<file path="config.mk">
export PLATFORM = sky130hd
export DESIGN_NAME = fetch_sequencer
export DESIGN_NICKNAME = d
export VERILOG_FILES = /design/src/rtl/fetch_sequencer.sv
export SDC_FILE = /design/constraint.sdc
export NUM_CORES = 1
export LEC_CHECK = 0
export BUFFER_PORTS_ARGS = -buffer_cell sky130_fd_sc_hd__buf_2
export CAP_MARGIN = 10
export CORE_ASPECT_RATIO = 0.75
export CORE_UTILIZATION = 42
export CTS_CLUSTER_SIZE = 8
export DETAILED_ROUTE_END_ITERATION = 16
export PLACE_DENSITY = 0.74
export SYNTH_ARGS = -nofsm -noshare
export SYNTH_HDL_FRONTEND = slang
export SYNTH_SLANG_ARGS = --single-unit
</file>
<file path="constraint.sdc">
create_clock -name clk -period 1.5 [get_ports clk]
set_clock_uncertainty 0.05 [all_clocks]
set_input_delay 0.225 -clock clk [delete_from_list [all_inputs] [get_ports clk]]
set_output_delay 0.225 -clock clk [all_outputs]
set_load 0.05 [all_outputs]
</file>
<file path="src/rtl/fetch_sequencer.sv">
// Instruction fetch sequencer: owns the next-PC value, waits for the registered PC to
// catch up, reads instruction memory and hands each instruction to decode.
module fetch_sequencer #(
  parameter int PROG_VALUE = 3,
  parameter int WIDTH      = 3,
  parameter int INSTR_W    = 8
) (
  input  logic               clk,
  input  logic               rst,
  output logic [WIDTH-1:0]   pc_next,
  input  logic [WIDTH-1:0]   pc_cur,
  output logic               mem_req,
  output logic [WIDTH-1:0]   mem_addr,
  input  logic               mem_ack,
  input  logic [INSTR_W-1:0] mem_rdata,
  output logic [INSTR_W-1:0] instr,
  output logic [WIDTH-1:0]   instr_pc,
  output logic               instr_valid,
  input  logic               instr_ready,
  input  logic               br_valid,
  input  logic [WIDTH-1:0]   br_target,
  output logic               halted
);

  typedef enum logic [1:0] {SYNC, FETCH, HOLD, HALT} state_t;

  localparam logic [WIDTH-1:0] LAST = WIDTH'(PROG_VALUE);

  state_t             state, state_nx;
  logic [WIDTH-1:0]   fetch_pc, fetch_pc_nx;
  logic [WIDTH-1:0]   req_addr, req_addr_nx;
  logic [WIDTH-1:0]   instr_pc_q, instr_pc_nx;
  logic [INSTR_W-1:0] instr_q, instr_nx;
  logic               flush, flush_nx;

  // The program counter saturates at LAST, so anything beyond it could never be matched.
  function automatic logic [WIDTH-1:0] clamp_pc(input logic [WIDTH-1:0] v);
    return (v > LAST) ? LAST : v;
  endfunction

  always_ff @(posedge clk or negedge rst) begin
    if (!rst) begin
      state      <= SYNC;
      fetch_pc   <= '0;
      req_addr   <= '0;
      instr_pc_q <= '0;
      instr_q    <= '0;
      flush      <= 1'b0;
    end else begin
      state      <= state_nx;
      fetch_pc   <= fetch_pc_nx;
      req_addr   <= req_addr_nx;
      instr_pc_q <= instr_pc_nx;
      instr_q    <= instr_nx;
      flush      <= flush_nx;
    end
  end

  always_comb begin
    state_nx    = state;
    fetch_pc_nx = fetch_pc;
    req_addr_nx = req_addr;
    instr_pc_nx = instr_pc_q;
    instr_nx    = instr_q;
    flush_nx    = flush;

    case (state)
      SYNC: begin
        if (!br_valid && (pc_cur == fetch_pc)) begin
          req_addr_nx = fetch_pc;
          state_nx    = FETCH;
        end
      end
      FETCH: begin
        if (mem_ack) begin
          if (!flush && !br_valid) begin
            instr_nx    = mem_rdata;
            instr_pc_nx = req_addr;
            state_nx    = HOLD;
          end else begin
            flush_nx = 1'b0;
            state_nx = SYNC;
          end
        end else if (br_valid) begin
          // The request in flight must still complete; remember to drop its data.
          flush_nx = 1'b1;
        end
      end
      HOLD: begin
        if (br_valid) begin
          state_nx = SYNC;
        end else if (instr_ready) begin
          if (fetch_pc == LAST) begin
            state_nx = HALT;
          end else begin
            fetch_pc_nx = fetch_pc + WIDTH'(1);
            state_nx    = SYNC;
          end
        end
      end
      HALT: begin
        if (br_valid) state_nx = SYNC;
      end
    endcase

    // A redirect always wins over the sequential increment.
    if (br_valid) fetch_pc_nx = clamp_pc(br_target);
  end

  assign pc_next     = fetch_pc;
  assign mem_req     = (state == FETCH);
  assign mem_addr    = req_addr;
  assign instr       = instr_q;
  assign instr_pc    = instr_pc_q;
  assign instr_valid = (state == HOLD);
  assign halted      = (state == HALT);

endmodule
</file>
==> impl_metrics.env, run 1 <==
export IMPL_run_status="finished with violations"
export IMPL_violations="design-rule violations, negative setup slack"
export IMPL_synth_top_cell_area_share_pct=52.7
export IMPL_cp_end_kind="flip-flop"
export IMPL_grt_met3_usage_pct=5.79
export IMPL_synth_warnings=0
export IMPL_setup_slack_ns=-0.0204
export IMPL_syn_to_final_growth_pct=51.9
export IMPL_synth_commonest_cells="dfrtp_1 (20), mux2_2 (14), a21oi_1 (6)"
export IMPL_core_um2=2070
export IMPL_grt_max_degree=21
export IMPL_boundaryPins=39
export IMPL_worstPathCellList="ha_4 > ha_4 > and4bb_4 > mux2i_1 > mux2i_1"
export IMPL_synth_area_um2=950
export IMPL_synth_net_count=92
export IMPL_met2_usage_pct=33.9
export IMPL_dieWidth_um=56.9
export IMPL_drv_cap=0
export IMPL_path_clk_slew_ns=0.11
export IMPL_period_share_pct=101
export IMPL_grt_pass1_wl_um=3480
export IMPL_grt_pass1_vias=755
export IMPL_fp_row_count=14
export IMPL_yosysTopAreaCell="dfrtp_1"
export IMPL_busiest_layer="met2"
export IMPL_period_needed_ns=1.52
export IMPL_fin_area_um2=1440
export IMPL_die_area_um2=2460
export IMPL_synth_seq_area_share_pct=52.7
export IMPL_relSlewSlack_pct=69.9
export IMPL_critPathArrivalTime_ns=1.67
export IMPL_synth_ff_type="dfrtp_1"
export IMPL_critPathTopFamily="flip-flops"
export IMPL_synth_edff_count=0
export IMPL_maxSlewViolCount=0
export IMPL_dp_hpwl_um=1570
export IMPL_placed_area_um2=1250
export IMPL_p_leak_uw=0.000698
export IMPL_grt_setup_unrepaired="true"
export IMPL_place_congestion=0.724
export IMPL_max_clock_freq_ghz=0.658
export IMPL_cts_tree="built"
export IMPL_netlist_cell_type_count=22
export IMPL_start_util_pct=45.9
export IMPL_yosysMostFrequentCell="dfrtp_1"
export IMPL_critPathMaxStageDelay_ns=0.45
export IMPL_grt_use_met1_pct=22.7
export IMPL_start_kind="flip-flop"
export IMPL_routed_wirelength_um=2180
export IMPL_track_usage_pct=18.9
export IMPL_tightest_slew_ns=0.452
export IMPL_vdd_ir_drop_worst_v=0.00112
export IMPL_clockRootBuffer="clkbuf_4"
export IMPL_power_density_nw_per_um2=1770
export IMPL_first_pass_iters=10
export IMPL_drcViolationCount=4
export IMPL_avgRoutedWirePerCell_um=14.9
export IMPL_critPathRequiredTime_ns=1.65
export IMPL_cts_buffers=3
export IMPL_antenna_left=0
export IMPL_via_per_inst=4.91
export IMPL_fillCellCount=170
export IMPL_critical_path_class="reg2reg"
export IMPL_antenna_found_initial=0
export IMPL_crit_buf_inv=0
export IMPL_finish_net_count=145
export IMPL_hold_path_class="in2reg"
export IMPL_path_max_fanout=4
export IMPL_grt_overflow_total=0
export IMPL_portBuffers=38
export IMPL_dieHeight_um=43.2
export IMPL_drt_iter0_markers=37
export IMPL_cts_sinks=20
export IMPL_synth_seq_cells=20
export IMPL_clk_insertion_delay_late_ns=0.30
export IMPL_final_setup_viol_count=6
export IMPL_p_total_uw=2550
export IMPL_synth_area_per_cell_um2=13.4
export IMPL_async_reset_ff_share_pct=100
export IMPL_antenna_cells=0
export IMPL_num_vias=722
export IMPL_cpMaxStageDelayCell="dfrtp_2"
export IMPL_yosys_top_cells_area="dfrtp_1 (53%), mux2_2 (17%), xnor2_1 (3.7%)"
export IMPL_syn_inst=71
export IMPL_drive_above_1_share_pct=67.5
export IMPL_hold_viol=0
export IMPL_cts_buffer_depth=2
export IMPL_htree_levels=1
where the power goes:
| part | internal, µW | switching (µW) | total [µW] |
|---|---|---|---|
| Combinational | 516 | 880 | 1400 |
| Sequential | 725 | 117 | 842 |
| Clock | 148 | 169 | 317 |
stage by stage:
| stage | hold slack, ns | cells | worst slack (ns) | setup TNS, ns | util, % |
|---|---|---|---|---|---|
| final | 0.0668 | 147 | -0.0204 | -0.0529 | 69.8 |
| after detailed placement | 0.152 | 139 | -0.0541 | -0.0621 | 60.5 |
| after global routing | 0.0603 | 147 | -0.0942 | -0.657 | 69.8 |
| after global placement | 0.136 | 139 | 0.00581 | 0 | 60.5 |
| after CTS | 0.0631 | 145 | -0.0344 | -0.0466 | 63.9 |
| after floorplan | -0.121 | 71 | -0.251 | -3.00 | - |
layout by cell type, fill, tap and decap left out, drive strengths merged, types with 2 or more instances in the layout:
master / Yosys / layout
inv: 2 / 2
buf: 3 / 49
nand4: 2 / 2
clkbuf: 0 / 5
a21oi: 6 / 6
mux2: 14 / 14
ha: 2 / 2
mux2i: 3 / 3
dfrtp: 20 / 20
xnor2: 4 / 4
nor2: 4 / 4
registers in the layout, indices dropped and copies added, names as in the netlist:
register and count:
instr 8, mem_addr 3, pc_next 3, instr_pc 3
state 2, flush 1
final cells by class:
class                   instances  area, µm²  area share [%]
multi-input cells              46        517            35.8
flip-flops and latches         20        505            35.0
repair buffers                 51        347            24.0
clock buffers                   4       36.3            2.52
well taps                      24       30.0            2.08
inverters                       2       7.51           0.520
per-layer routing:
layer / vias to the layer above / part of all wire [%]
met5: - / 0
met3: 2 / 3.7
li1: 355 / -
met2: 20 / 53
met4: 0 / 1.0
met1: 345 / 42
worst paths after layout:
| check | from | endpoint | slack [ns] | depth (start not counted) |
|---|---|---|---|---|
| hold reg to reg | instr[5] | instr[5] | 0.47 | 1 |
| min in group asynchronous | rst | instr[3] | 0.33 | 2 |
| max in group asynchronous | rst | state[1] | 0.73 | 2 |
| setup reg to reg | pc_next[0] | pc_next[1] | -0.02 | 5 |
| hold / removal | mem_ack | flush | 0.07 | 2 |
| setup / recovery | pc_next[0] | pc_next[1] | -0.02 | 5 |
logic make-up after synthesis:
family	Yosys count	synth area share, %
adder cells (fa/ha/maj)	2	2.63
buffers and inverters	5	3.69
XOR/XNOR	4	3.69
AND/OR/NAND/NOR	14	12.3
AO/OA/AOI/OAI	9	5.27
flip-flops	20	52.7
multiplexers	17	19.8
what timing repair did:
action / in CTS / in global routing
hold endpoints to repair: 20 / 0
buffers inserted: 1 / 1
cloned: 0 / 1
setup endpoints to repair: 6 / 20
pin swaps: 1 / 2
resized for setup: 5 / 20
hold buffers: 1 / 0
Power figures use the tool's default switching activity.
==> run 2: changes to the inputs <==
--- a/config.mk
+++ b/config.mk
@@ -8,3 +8,2 @@
 export BUFFER_PORTS_ARGS = -buffer_cell sky130_fd_sc_hd__buf_2
-export CAP_MARGIN = 10
 export CORE_ASPECT_RATIO = 0.75
@@ -17 +16,2 @@
 export SYNTH_SLANG_ARGS = --single-unit
+export TNS_END_PERCENT = 5
--- a/constraint.sdc
+++ b/constraint.sdc
@@ -4,2 +4,2 @@
 set_output_delay 0.225 -clock clk [all_outputs]
-set_load 0.05 [all_outputs]
+set_load 0.005 [all_outputs]
==> impl_metrics.env, run 2 (same netlist as run 1, synthesis figures left out) <==
export IMPL_drv_cap=0
export IMPL_finish_net_count=140
export IMPL_rr_endpoint="pc_next[1]"
export IMPL_grt_pass1_vias=757
export IMPL_power_density_nw_per_um2=1380
export IMPL_core_um2=2070
export IMPL_die_area_um2=2460
export IMPL_dieHeight_um=43.2
export IMPL_cts_buffers=3
export IMPL_setup_slack_ns=-0.0131
export IMPL_r2r_start="pc_next[1]"
export IMPL_track_usage_pct=18.3
export IMPL_antenna_left=0
export IMPL_place_congestion=0.777
export IMPL_clockRootBuffer="clkbuf_4"
export IMPL_dieWidth_um=56.9
export IMPL_path_max_fanout=4
export IMPL_cts_setup_buffers=0
export IMPL_hold_viol=0
export IMPL_min_from="mem_ack"
export IMPL_largest_reg_flops=8
export IMPL_cts_tree="built"
export IMPL_relSlewSlack_pct=70.1
export IMPL_critPathArrivalTime_ns=1.64
export IMPL_fin_setup_tns_ns=-0.0131
export IMPL_cts_sinks=20
export IMPL_finalNonFillerCells=141
export IMPL_tightest_slew_ns=0.449
export IMPL_clk_insertion_delay_late_ns=0.29
export IMPL_portBuffers=38
export IMPL_antenna_cells=0
export IMPL_period_needed_ns=1.51
export IMPL_rrSetupSlack_ns=-0.01
export IMPL_violations="design-rule violations, negative setup slack"
export IMPL_fp_row_count=14
export IMPL_routed_wirelength_um=2150
export IMPL_period_share_pct=101
export IMPL_final_cell_mix="buf_2 (38), dfrtp_1 (20), mux2_4 (11)"
export IMPL_antenna_found_initial=0
export IMPL_start_util_pct=45.9
export IMPL_critical_path_class="reg2reg"
export IMPL_avgRoutedWirePerCell_um=15.3
export IMPL_p_leak_uw=0.000645
export IMPL_rr_worst_depth=5
export IMPL_p_total_uw=1800
export IMPL_maxSlewViolCount=0
export IMPL_drive_above_1_share_pct=59.8
export IMPL_dp_hpwl_um=1600
export IMPL_cts_buffer_depth=2
export IMPL_placed_cells=137
export IMPL_final_setup_viol_count=1
export IMPL_num_vias=700
export IMPL_final_common_cell="buf_2"
export IMPL_fillCellCount=188
export IMPL_grt_setup_unrepaired="true"
export IMPL_hold_end="flush"
export IMPL_path_clk_slew_ns=0.11
export IMPL_htree_levels=1
export IMPL_hold_depth=2
export IMPL_drcViolationCount=4
export IMPL_start_kind="flip-flop"
export IMPL_grt_pass1_wl_um=3330
export IMPL_run_status="finished with violations"
export IMPL_syn_to_final_growth_pct=37.3
export IMPL_drt_iter0_markers=22
export IMPL_critPathRequiredTime_ns=1.63
export IMPL_max_clock_freq_ghz=0.661
export IMPL_grt_max_degree=21
export IMPL_boundaryPins=39
export IMPL_vdd_ir_drop_worst_v=0.000762
export IMPL_grt_overflow_total=0
export IMPL_first_pass_iters=10
export IMPL_hold_path_class="in2reg"
export IMPL_via_per_inst=4.96
export IMPL_cp_end_kind="flip-flop"
-- run 2: per-stage QoR --
stage          cell area, µm²  util [%]  worst slack, ns  hold WS (ns)
3_5_place_dp             1220      59.1          0.00712         0.145
6_report                 1300      63.1          -0.0131        0.0673
4_1_cts                  1250      60.7          -0.0236        0.0675
3_3_place_gp             1220      59.1           0.0439         0.138
2_1_floorplan             965         -         -0.00737        -0.121
5_1_grt                  1300      63.1          -0.0835        0.0713
-- run 2: power by group --
part	internal [µW]	switching [µW]	leakage, µW
clock network	93.3	152	0.0000138
logic	454	261	0.000384
registers	724	119	0.000248
total	1270	532	0.000645
-- run 2: worst max-delay path: stages (launching register included) --
cell,delay (ns)
dfrtp_1,0.40
ha_2,0.20
ha_4,0.16
and4bb_4,0.33
mux2i_1,0.18
mux2i_1,0.09
-- run 2: area by class of cell --
class | instances | area, µm² | area share (%)
repair buffers | 46 | 265 | 20.3
clock buffers | 3 | 22.5 | 1.73
flip-flops and latches | 20 | 500 | 38.4
multi-input cells | 46 | 478 | 36.7
inverters | 2 | 7.51 | 0.576
well taps | 24 | 30.0 | 2.30
-- run 2: what timing repair did --
item,in CTS,in global routing
hold endpoints to repair,20,0
pin swaps,0,1
gates resized for setup,0,12
setup endpoints to repair,1,18
hold buffers,1,0
-- run 2: routing by layer --
metal | part of all wire, % | global-route usage [%] | vias up
li1 | - | - | 343
met1 | 43 | 20.2 | 333
met2 | 51 | 34.4 | 22
met3 | 5.2 | 6.40 | 2
met4 | 1.3 | 2.93 | 0
met5 | 0 | 0 | -
-- run 2: how the worst max path moves through the flow --
stage,slack [ns],cells past startpoint,start,endpoint
2_1_floorplan,-0.007,5,pc_next[0],pc_next[1]
3_3_place_gp,0.04,5,pc_next[1],pc_next[1]
3_5_place_dp,0.007,5,pc_next[1],pc_next[1]
4_1_cts,-0.02,5,pc_next[1],pc_next[1]
5_1_grt,-0.08,5,pc_next[1],pc_next[1]
6_report,-0.01,5,pc_next[1],pc_next[1]
==> run 3: changes to the inputs <==
Settings changed: RECOVER_POWER set to 25.
==> impl_metrics.env, run 3 (same netlist as run 1, synthesis figures left out) <==
export IMPL_finalNonFillerCells=141
export IMPL_antenna_left=0
export IMPL_cts_buffer_depth=2
export IMPL_drv_cap=0
export IMPL_portBuffers=38
export IMPL_start_kind="flip-flop"
export IMPL_final_cell_mix="buf_2 (37), dfrtp_1 (20), mux2_4 (11)"
export IMPL_placed_cells=137
export IMPL_path_clk_slew_ns=0.11
export IMPL_grt_overflow_total=0
export IMPL_r2r_start="pc_next[1]"
export IMPL_fin_setup_tns_ns=-0.0131
export IMPL_tightest_slew_ns=0.500
export IMPL_dieHeight_um=43.2
export IMPL_drive_above_1_share_pct=59.8
export IMPL_maxSlewViolCount=0
export IMPL_cts_sinks=20
export IMPL_hold_path_class="in2reg"
export IMPL_place_congestion=0.777
export IMPL_max_clock_freq_ghz=0.661
export IMPL_clockPowerShare_pct=13.6
export IMPL_via_per_inst=4.98
export IMPL_final_common_cell="buf_2"
export IMPL_start_util_pct=45.9
export IMPL_fin_area_um2=1300
export IMPL_syn_to_final_growth_pct=37.3
export IMPL_critical_path_class="reg2reg"
export IMPL_first_pass_iters=10
export IMPL_period_needed_ns=1.51
export IMPL_core_um2=2070
export IMPL_routed_wirelength_um=2150
export IMPL_setup_slack_ns=-0.0131
export IMPL_run_status="finished with violations"
export IMPL_track_usage_pct=18.3
export IMPL_cts_buffers=3
export IMPL_cts_tree="built"
export IMPL_setup_worst_path_start="pc_next[1]"
export IMPL_htree_levels=1
export IMPL_fp_row_count=14
export IMPL_swShare_pct=29.5
export IMPL_dieWidth_um=56.9
export IMPL_grt_max_degree=21
export IMPL_period_share_pct=101
export IMPL_antenna_cells=0
export IMPL_avgRoutedWirePerCell_um=15.3
export IMPL_die_area_um2=2460
export IMPL_critPathRequiredTime_ns=1.63
export IMPL_p_sw_uw=532
export IMPL_critPathArrivalTime_ns=1.64
export IMPL_placed_area_um2=1220
export IMPL_cp_end_kind="flip-flop"
export IMPL_dp_hpwl_um=1600
export IMPL_largest_reg_flops=8
export IMPL_hold_viol=0
export IMPL_violations="design-rule violations, negative setup slack"
export IMPL_finish_net_count=140
export IMPL_grt_pass1_wl_um=3330
export IMPL_num_vias=702
export IMPL_p_leak_uw=0.000646
export IMPL_power_density_nw_per_um2=1380
export IMPL_clk_insertion_delay_late_ns=0.29
export IMPL_drcViolationCount=4
export IMPL_relSlewSlack_pct=66.7
export IMPL_fin_util_pct=63.1
export IMPL_path_max_fanout=4
export IMPL_clockRootBuffer="clkbuf_4"
export IMPL_power_internal_uw=1270
export IMPL_min_from="mem_ack"
export IMPL_p_comb_share_pct=39.7
export IMPL_boundaryPins=39
export IMPL_grt_setup_unrepaired="true"
export IMPL_vdd_ir_drop_worst_v=0.000762
export IMPL_final_setup_viol_count=1
export IMPL_grt_pass1_vias=757
export IMPL_drt_iter0_markers=22
export IMPL_antenna_found_initial=0
export IMPL_power_frac_seq_pct=46.7
run 3: worst paths after layout:
path                              end  slack [ns]  depth (start not counted)
max in group asynchronous  pc_next[1]        0.64                          2
max                        pc_next[1]       -0.01                          5
max reg2reg                pc_next[1]       -0.01                          5
min reg2reg                  instr[5]        0.47                          1
min in group asynchronous    instr[1]        0.41                          2
min                             flush        0.07                          2
run 3: metal layers:
metal	track usage (%)	up-vias	share of wire, %
met5	0	-	0
met4	2.93	0	1.3
met3	6.40	2	5.2
met2	34.4	22	51
met1	20.2	335	43
li1	-	343	-
run 3: final cells by class:
| class | instances | area (µm²) |
|---|---|---|
| clock buffer | 3 | 22.5 |
| fill | 188 | 763 |
| inverter | 2 | 7.51 |
| multi-input combinational | 46 | 478 |
| sequential | 20 | 500 |
| tap | 24 | 30.0 |
| timing repair buffer | 46 | 265 |
run 3: worst max-delay path, cell delays in order (launching register included):
cell      delay, ns
dfrtp_1        0.40
ha_2           0.20
ha_4           0.16
and4bb_4       0.33
mux2i_1        0.18
mux2i_1        0.09
run 3: what timing repair did:
action	CTS	global route
pin swaps	0	1
hold endpoints to repair	20	0
resized for setup	0	12
setup buffers	0	0
endpoints found under the setup margin	1	18
hold buffers	1	0
run 3: power groups by stage:
stage	clock network (µW)	registers [µW]	logic (µW)
2_1_floorplan	0	856	318
3_3_place_gp	0	827	605
3_5_place_dp	0	846	634
4_1_cts	252	835	637
5_1_grt	265	865	787
6_report	245	842	715
run 3: metrics by stage:
stage                     power (µW)  hold WS, ns  worst slack, ns
after global routing            1920       0.0713          -0.0835
after floorplan                 1170       -0.121         -0.00737
after global placement          1430        0.138           0.0439
final                           1800       0.0674          -0.0131
after detailed placement        1480        0.145          0.00712
after CTS                       1720       0.0675          -0.0236
